--- config.mk ---
export PLATFORM = sky130hd
export DESIGN_NAME = mem_align_unit
export DESIGN_NICKNAME = d
export VERILOG_FILES = /design/src/rtl/mem_align_unit.sv
export SDC_FILE = /design/constraint.sdc
export NUM_CORES = 1
export LEC_CHECK = 0
export BUFFER_PORTS_ARGS = -buffer_cell sky130_fd_sc_hd__buf_2
export CORE_MARGIN = 5
export CORE_UTILIZATION = 40
export CTS_CLUSTER_SIZE = 28
export DETAILED_ROUTE_END_ITERATION = 8
export GPL_ROUTABILITY_DRIVEN = 0
export SLEW_MARGIN = 20
export SYNTH_ARGS = -nofsm -noshare
export SYNTH_HDL_FRONTEND = slang
export SYNTH_SLANG_ARGS = --single-unit
--- constraint.sdc ---
create_clock -name cpu_clk -period 3.1 [get_ports cpu_clk]
set_input_delay 0.465 -clock cpu_clk [delete_from_list [all_inputs] [get_ports cpu_clk]]
set_output_delay 0.465 -clock cpu_clk [all_outputs]
set_load 0.01 [all_outputs]
--- src/rtl/mem_align_unit.sv ---
// rtl/mem_align_unit.sv - load/store alignment engine between MEM stage and data bus
//
// Ports:
//   cpu_clk, cpu_rst               clock, synchronous active-high reset
//   req_valid/req_ready            request handshake (ready only while idle)
//   req_we, req_op, req_addr,
//   req_wdata                      access kind, size/extension, byte address, store data
//   bus_req/bus_ack                bus beat request / completion
//   bus_we, bus_addr, bus_wstrb,
//   bus_wdata, bus_rdata           word-aligned beat fields and read data
//   rsp_valid, rsp_rdata, rsp_ale  one-cycle completion, extended load data, alignment error
module mem_align_unit #(
    parameter int DATA_W         = 32,
    parameter bit ALLOW_MISALIGN = 1'b0
) (
    input  logic                cpu_clk,
    input  logic                cpu_rst,
    input  logic                req_valid,
    output logic                req_ready,
    input  logic                req_we,
    input  logic [2:0]          req_op,
    input  logic [31:0]         req_addr,
    input  logic [DATA_W-1:0]   req_wdata,
    output logic                bus_req,
    input  logic                bus_ack,
    output logic                bus_we,
    output logic [31:0]         bus_addr,
    output logic [DATA_W/8-1:0] bus_wstrb,
    output logic [DATA_W-1:0]   bus_wdata,
    input  logic [DATA_W-1:0]   bus_rdata,
    output logic                rsp_valid,
    output logic [DATA_W-1:0]   rsp_rdata,
    output logic                rsp_ale
);
    localparam int BYTES = DATA_W / 8;
    localparam int OFS_W = $clog2(BYTES);

    typedef enum logic [1:0] {IDLE, BEAT0, BEAT1, RESP} state_t;
    state_t state;

    logic [3:0]        size_q;
    logic              signed_q;
    logic              cross_q;
    logic              we_q;
    logic [OFS_W-1:0]  ofs_q;
    logic [DATA_W-1:0] lo_q;
    logic [BYTES-1:0]  hi_strb_q;
    logic [DATA_W-1:0] hi_wdata_q;

    // Decode of the incoming request, used only in the accept cycle.
    logic [3:0]          a_size;
    logic [OFS_W-1:0]    a_ofs;
    logic                a_misal;
    logic                a_cross;
    logic [2*BYTES-1:0]  a_strb;
    logic [2*DATA_W-1:0] a_data;

    always_comb begin
        case (req_op[2:1])
            2'b00:   a_size = 4'd1;
            2'b01:   a_size = 4'd2;
            2'b10:   a_size = 4'd4;
            default: a_size = (DATA_W == 64) ? 4'd8 : 4'd4;
        endcase
        a_ofs   = req_addr[OFS_W-1:0];
        a_misal = (req_addr[3:0] & (a_size - 4'd1)) != 4'd0;
        a_cross = (5'(a_ofs) + 5'(a_size)) > 5'(BYTES);
        a_data  = {{DATA_W{1'b0}}, req_wdata} << {a_ofs, 3'b000};
        for (int i = 0; i < 2 * BYTES; i++) begin
            a_strb[i] = (i >= int'(a_ofs)) && (i < int'(a_ofs) + int'(a_size));
            // Bytes outside the access (and all bytes of a load) are driven as zero.
            if (!a_strb[i] || !req_we) begin
                a_data[8*i +: 8] = 8'h00;
            end
        end
    end

    // Load extraction: the second beat (if any) supplies the high word.
    logic [2*DATA_W-1:0] l_pair;
    logic [DATA_W-1:0]   l_shift;
    logic [DATA_W-1:0]   l_result;
    logic                l_sign;

    always_comb begin
        l_pair  = (state == BEAT1) ? {bus_rdata, lo_q} : {{DATA_W{1'b0}}, bus_rdata};
        l_shift = DATA_W'(l_pair >> {ofs_q, 3'b000});
        case (size_q)
            4'd1:    l_sign = l_shift[7];
            4'd2:    l_sign = l_shift[15];
            4'd4:    l_sign = l_shift[31];
            default: l_sign = 1'b0;
        endcase
        for (int i = 0; i < BYTES; i++) begin
            l_result[8*i +: 8] = (i < int'(size_q)) ? l_shift[8*i +: 8]
                                                    : {8{signed_q & l_sign}};
        end
    end

    always_ff @(posedge cpu_clk) begin
        if (cpu_rst) begin
            state      <= IDLE;
            req_ready  <= 1'b1;
            bus_req    <= 1'b0;
            bus_we     <= 1'b0;
            bus_addr   <= '0;
            bus_wstrb  <= '0;
            bus_wdata  <= '0;
            rsp_valid  <= 1'b0;
            rsp_rdata  <= '0;
            rsp_ale    <= 1'b0;
            size_q     <= '0;
            signed_q   <= 1'b0;
            cross_q    <= 1'b0;
            we_q       <= 1'b0;
            ofs_q      <= '0;
            lo_q       <= '0;
            hi_strb_q  <= '0;
            hi_wdata_q <= '0;
        end else begin
            rsp_valid <= 1'b0;
            case (state)
                IDLE: begin
                    if (req_valid) begin
                        req_ready <= 1'b0;
                        size_q    <= a_size;
                        signed_q  <= ~req_op[0];
                        cross_q   <= a_cross;
                        we_q      <= req_we;
                        ofs_q     <= a_ofs;
                        if (a_misal && !ALLOW_MISALIGN) begin
                            state     <= RESP;
                            rsp_valid <= 1'b1;
                            rsp_ale   <= 1'b1;
                            rsp_rdata <= '0;
                        end else begin
                            state      <= BEAT0;
                            bus_req    <= 1'b1;
                            bus_we     <= req_we;
                            bus_addr   <= req_addr & ~32'(BYTES - 1);
                            bus_wstrb  <= a_strb[BYTES-1:0];
                            bus_wdata  <= a_data[DATA_W-1:0];
                            hi_strb_q  <= a_strb[2*BYTES-1:BYTES];
                            hi_wdata_q <= a_data[2*DATA_W-1:DATA_W];
                        end
                    end
                end
                BEAT0: begin
                    if (bus_ack) begin
                        lo_q <= bus_rdata;
                        if (cross_q) begin
                            state     <= BEAT1;
                            bus_addr  <= bus_addr + 32'(BYTES);
                            bus_wstrb <= hi_strb_q;
                            bus_wdata <= hi_wdata_q;
                        end else begin
                            state     <= RESP;
                            bus_req   <= 1'b0;
                            rsp_valid <= 1'b1;
                            rsp_ale   <= 1'b0;
                            rsp_rdata <= we_q ? '0 : l_result;
                        end
                    end
                end
                BEAT1: begin
                    if (bus_ack) begin
                        state     <= RESP;
                        bus_req   <= 1'b0;
                        rsp_valid <= 1'b1;
                        rsp_ale   <= 1'b0;
                        rsp_rdata <= we_q ? '0 : l_result;
                    end
                end
                RESP: begin
                    state     <= IDLE;
                    req_ready <= 1'b1;
                    rsp_ale   <= 1'b0;
                end
                default: state <= IDLE;
            endcase
        end
    end
endmodule

[After elaboration in Yosys (flattened, before gate mapping)]
Index checks and enable logic that the tools add are counted.
Word-level totals
  register bits after elaboration: 184
  input port bits: 104
  output and inout bits: 105
  word-level logic and storage cells: 153
Cells by class
  add/sub/neg operators: 4
  magnitude comparators: 16
  equal/unequal tests: 14
  shift operators: 2
  mux-type cells: 60
  bitwise gates (word level): 4
  reductions and logical operators: 35
Operators with widths (count)
  $mux 32: 14
  $pmux 32 s2: 2
  $lt 4x32->1 const A: 3
  $mux 8: 12
  $pmux 32 s3: 1
  $lt 3x32->1 const A: 2
  $mux 64: 1
  $shl 32x5->64: 1
  $shr 64x5->32: 1
  $add 32x3->32 const B: 1
  $lt 1x32->1 const A: 1
  $lt 2x32->1 const A: 1
  $mux 4: 4
  $mux 1: 14
  $ne 2x2->1 const B: 7
  $reduce_and 6->1: 2
  $reduce_and 5->1: 2
  $logic_not 1->1: 9
  $pmux 1 s3: 3
  $logic_or 1x1->1: 8
  $lt 1x4->1 const A: 2
  $lt 2x4->1 const A: 2
  $mux 2: 4
  $pmux 2 s4: 1
  other kinds (26): 37

[Longest topological paths before layout]
  word-level depth: 11
  mapped depth: 11
  depth with buffers taken out: 10

[Worst setup path after synthesis]
No wires, ideal clock.
  path kind: input-to-reg
  from: input port req_addr[1]
  to: register bus_wdata[22]
  library setup time: 0.132 ns
  arrival time: 2.730 ns
  data required time: 2.968 ns
  setup slack: 0.238 ns
  stages on the path: 11
  path buffers: 4
  cells stage by stage: buf_2 inv_2 buf_1 buf_1 fa_1 or2b_1 o21ai_0 clkbuf_1 a2111oi_0 a211oi_1 nor3_1
On the way
  cells in the longest elaborated chain, start to end: 9
  elaborated cells between the ends (all ways): 15
  those cells by class: add/sub (1); order compare (2); eq/ne (1); shift (1); mux (4); bitwise (1); reduce/logical (5)
RTL lines
  start: declaration: RTL line 22  | input logic [31:0] req_addr,
  $add 2x3->4
  $lt 3x32->1: RTL line 70  | a_strb[i] = (i >= int'(a_ofs)) && (i < int'(a_ofs) + int'(a_size));
  $logic_and 1x1->1: RTL line 70
  $logic_not 1->1: RTL line 72  | if (!a_strb[i] || !req_we) begin
  $logic_or 1x1->1: RTL line 72
  $mux 8: RTL line 72
  $mux 32: RTL line 130  | if (a_misal && !ALLOW_MISALIGN) begin
  $mux 32: RTL line 123  | if (req_valid) begin
  $pmux 32 s2: RTL line 121  | case (state)
  end signal: assignment: RTL line 141  | bus_wdata <= a_data[DATA_W-1:0];
  end signal: assignment: RTL line 154  | bus_wdata <= hi_wdata_q;
  end: declaration: RTL line 29  | output logic [DATA_W-1:0] bus_wdata,
Several ways; a longest one is shown, not always the timed one. The select of a mux whose other input is x is not followed.
A chain may end at the register's enable or synchronous reset.

[Worst setup path in the final report]
  from: input port req_op[2]
  to: register bus_wdata[15]
On the way
  cells in the longest elaborated chain, start to end: 11
  elaborated cells between the ends (all ways): 17
  those cells by class: add/sub (2); order compare (1); eq/ne (2); mux (5); bitwise (1); reduce/logical (6)
RTL lines
  start: declaration: RTL line 21  | input logic [2:0] req_op,
  $eq 2x1->1 / $logic_not 2->1 (equally long branches): RTL line 59  | case (req_op[2:1])
  $pmux 3 s2 (*): RTL line 59
  net a_size[0]: RTL line 51  | logic [3:0] a_size;
  $add 2x3->4
  $lt 2x32->1: RTL line 70
  $logic_and 1x1->1: RTL line 70
  $logic_not 1->1: RTL line 72
  $logic_or 1x1->1: RTL line 72
  $mux 8: RTL line 72
  $mux 32: RTL line 130
  $mux 32: RTL line 123
  $pmux 32 s2: RTL line 121
Mark *: on every way through the listed nets, which the timed path passes. The rest lies on a longest branch. The select of a mux whose other input is x is not followed.

==> flow_metrics.py <==
metrics = {
    "power_and_ir_drop": {
        "power.leakage_nw": 4.369,
        "powerDensity_nw_per_um2": 735.5,
        "peakVddDrop_mv": 0.5192,
    },
    "sta": {
        "final.setup_skew_ns": 0.01715,
        "worstMarginPinSlew_ns": 1.134,
        "drv_slew": 0,
        "setup_viol": 0,
        "whs_ns": 0.2426,
        "min_period_over_period_pct": 90.21,
        "min_period_ns": 2.796,
        "hold_violations": 0,
        "maxSlewHeadroom_pct": 23.96,
        "rsz0062_at_grt": "no",
        "fmax_mhz": 357.6,
    },
    "clock_tree": {
        "cts_buffer_depth": 2,
        "cts_tree": "done",
        "ctsRootBufferMaster": "clkbuf_16",
        "ctsHoldBuffers": 0,
        "postCtsSetupBuffers": 0,
        "ctsResizeCount": 0,
        "clock_latency_ns": 0.43,
        "path_clk_slew_ns": 0.07,
        "cts.htree.levels": 4,
        "numCtsBuffers": 17,
        "clock_sinks": 173,
    },
    "worst_setup_path": {
        "worstPathArrival_ns": 3.14,
        "critPathTopFamily": "compound AO/OA/AOI/OAI gates",
        "cp.required_ns": 3.45,
        "reg2reg_depth": 7,
        "cpPeakStageDelay_ns": 0.96,
        "crit_buf_inv": 3,
        "crit_path_max_fanout": 8,
        "path_common_cell": "inv_1",
        "reg2reg_to": "rsp_rdata[18]",
        "startpoint_type": "primary input",
        "crit_chain": "buf_2 > or2_2 > inv_1 > ha_1 > inv_1 > fa_1 > nand2b_1 > o21ai_0 > a211oi_1 > a221oi_1 > nor3_1",
        "crit_type": "primary input to flip-flop",
        "rr_startpoint": "state[0]",
        "cp-end-kind": "flip-flop",
        "slowest_stage": "a211oi_1",
        "r2r_setup_slack_ns": 0.46,
        "worstSetupStartpoint": "req_op[2]",
    },
    "worst_hold_path": {
        "hold_path.class": "primary input to flip-flop",
        "min_to": "signed_q",
        "hold_start": "req_op[0]",
        "holdPathStages": 2,
    },
    "detailed_routing": {
        "via_per_inst": 5.710,
        "antenna_left": 0,
        "drt_iter0_drc": 843,
        "top_layer_used": "met5",
        "drt_pass1_iterations": 5,
        "routed_wl_microns": 29230,
        "wl_met2_microns": 12630,
        "drc": 0,
        "wl_met1_microns": 13860,
        "vias": 8908,
        "wl_met3_microns": 2354,
        "drt-wirelength-per-cell_microns": 18.74,
    },
    "place": {
        "portBuffers": 206,
        "place_area_sq_um": 10560,
        "dp_hpwl_microns": 20750,
    },
    "logic_synthesis": {
        "yosys_register_bits": 173,
        "synth_compound_area_share_pct": 23.84,
        "synth_cell_types": 71,
        "async_reset_ff_share_pct": 0,
        "synth_top_family_by_area": "compound AO/OA/AOI/OAI gates",
        "yosys.area_share.simple_pct": 18.25,
        "syn_area_sq_um": 9291,
        "synth_fa_ha_area_share_pct": 1.562,
        "yosysWarningCount": 0,
        "synth_flop_cell": "dfxtp_1",
        "netlist_instances": 1077,
        "seq_area_frac_synth_pct": 37.27,
        "syn_area_per_cell_sq_um": 8.627,
        "muxShareOfSynthArea_pct": 14.02,
        "synth_xor_area_share_pct": 0.1751,
        "synth-edff-count": 0,
    },
    "layout": {
        "fill_cells": 2266,
        "finalInstanceArea_sq_um": 11180,
        "drive_above_1_share_pct": 26.48,
        "final_common_cell": "buf_2",
        "layout_common_cells": "buf_2, dfxtp_1, nand2_1",
        "utilization_pct": 49.09,
        "num-nets-final": 1348,
        "area_growth_pct": 20.35,
    },
    "floorplanning": {
        "coreArea_sq_um": 22780,
        "rows": 55,
        "initial_utilization_pct": 40.79,
        "ios": 209,
        "die-area_sq_um": 26380,
        "die_x_microns": 162.4,
        "fp.dieH_microns": 162.4,
    },
    "global_route": {
        "grtUsageTotal_pct": 21.40,
        "grt_overflow": 0,
        "grt_pass1_vias": 8189,
        "antenna_found_initial": 3,
        "grt_start_max_net_pins": 81,
        "grt_pass1_wl_microns": 46010,
    },
    "job": {
        "max_cap_viol_count": 0,
    },
    "outcome": {
        "status": "complete, no violations",
    },
}
==> layer usage <==
metal / vias to the layer above / GRT usage [%]
met4: 4 / 4.498
met5: - / 0
met2: 371 / 31.24
met3: 29 / 4.986
met1: 4169 / 32.14
li1: 4335 / -
==> kinds of logic after synthesis <==
kind of cell               count (synthesis)
buffers and inverters                    107
muxes                                    108
DFF                                      173
adders and majority gates                 11
AOI/OAI and AO/OA                        311
xor gates and xnor gates                   1
other                                      1
and+or+nand+nor                          365
==> worst max-delay path by stage <==
| stage | end | cells past startpoint | slack, ns |
|---|---|---|---|
| floorplan | bus_wdata[22] | 11 | 0.24 |
| global placement | rsp_rdata[21] | 8 | -0.02 |
| detailed placement | bus_wdata[12] | 11 | -0.12 |
| CTS | bus_wdata[12] | 11 | 0.31 |
| global route | bus_wdata[8] | 11 | 0.14 |
| finish | bus_wdata[15] | 11 | 0.30 |
==> through the flow <==
step | cells | setup slack, ns | TNS [ns] | total power [mW]
finish | 1560 | 0.3036 | 0 | 8.224
detailed placement | 1527 | -0.1191 | -1.361 | 6.020
global placement | 1527 | -0.01976 | -0.4065 | 5.987
floorplan | 1078 | 0.2384 | 0 | 5.060
CTS | 1559 | 0.3120 | 0 | 8.246
global route | 1560 | 0.1422 | 0 | 8.735
==> cell type report <==
cell class | count | area (sq um) | share of cell area [%]
clock inverter | 14 | 180.2 | 1.611
inverter | 12 | 45.04 | 0.4028
antenna | 1 | 2.502 | 0.02238
tap | 313 | 391.6 | 3.502
sequential | 173 | 3465 | 30.98
timing repair buffer | 231 | 1246 | 11.14
multi-input combinational | 798 | 5423 | 48.49
clock buffer | 18 | 429.2 | 3.838
==> cell usage after synthesis (all sizes together), types with 11 or more instances <==
library cell / n / share of area, %
nand2: 148 / 6.0
nand4: 12 / 0.81
a21oi: 86 / 4.6
o21ai: 32 / 2.0
nor3: 45 / 2.4
dfxtp: 173 / 37
inv: 11 / 0.44
o22ai: 24 / 1.6
nor2: 77 / 3.1
a221oi: 16 / 1.5
nand3: 23 / 1.2
nand2b: 15 / 1.0
mux4: 15 / 3.6
mux2: 27 / 3.3
clkbuf: 57 / 2.3
a211oi: 39 / 3.2
mux2i: 66 / 7.1
a22o: 24 / 2.3
a221o: 16 / 1.7
a31oi: 11 / 0.74
buf: 38 / 2.1
==> registers in the layout, indices dropped and copies added (netlist names), 2 cells and up <==
register / count
hi_strb_q: 4
state: 2
bus_wdata: 32
size_q: 3
ofs_q: 2
bus_wstrb: 4
lo_q: 32
bus_addr: 30
rsp_rdata: 32
hi_wdata_q: 24
==> report_power, final <==
group          total (mW)  internal [mW]  switching [mW]
Clock                2.22           1.22           0.998
Combinational        3.23           1.25            1.99
Sequential           2.77           2.52           0.256
No activity file was read; power rests on OpenSTA's default activity.
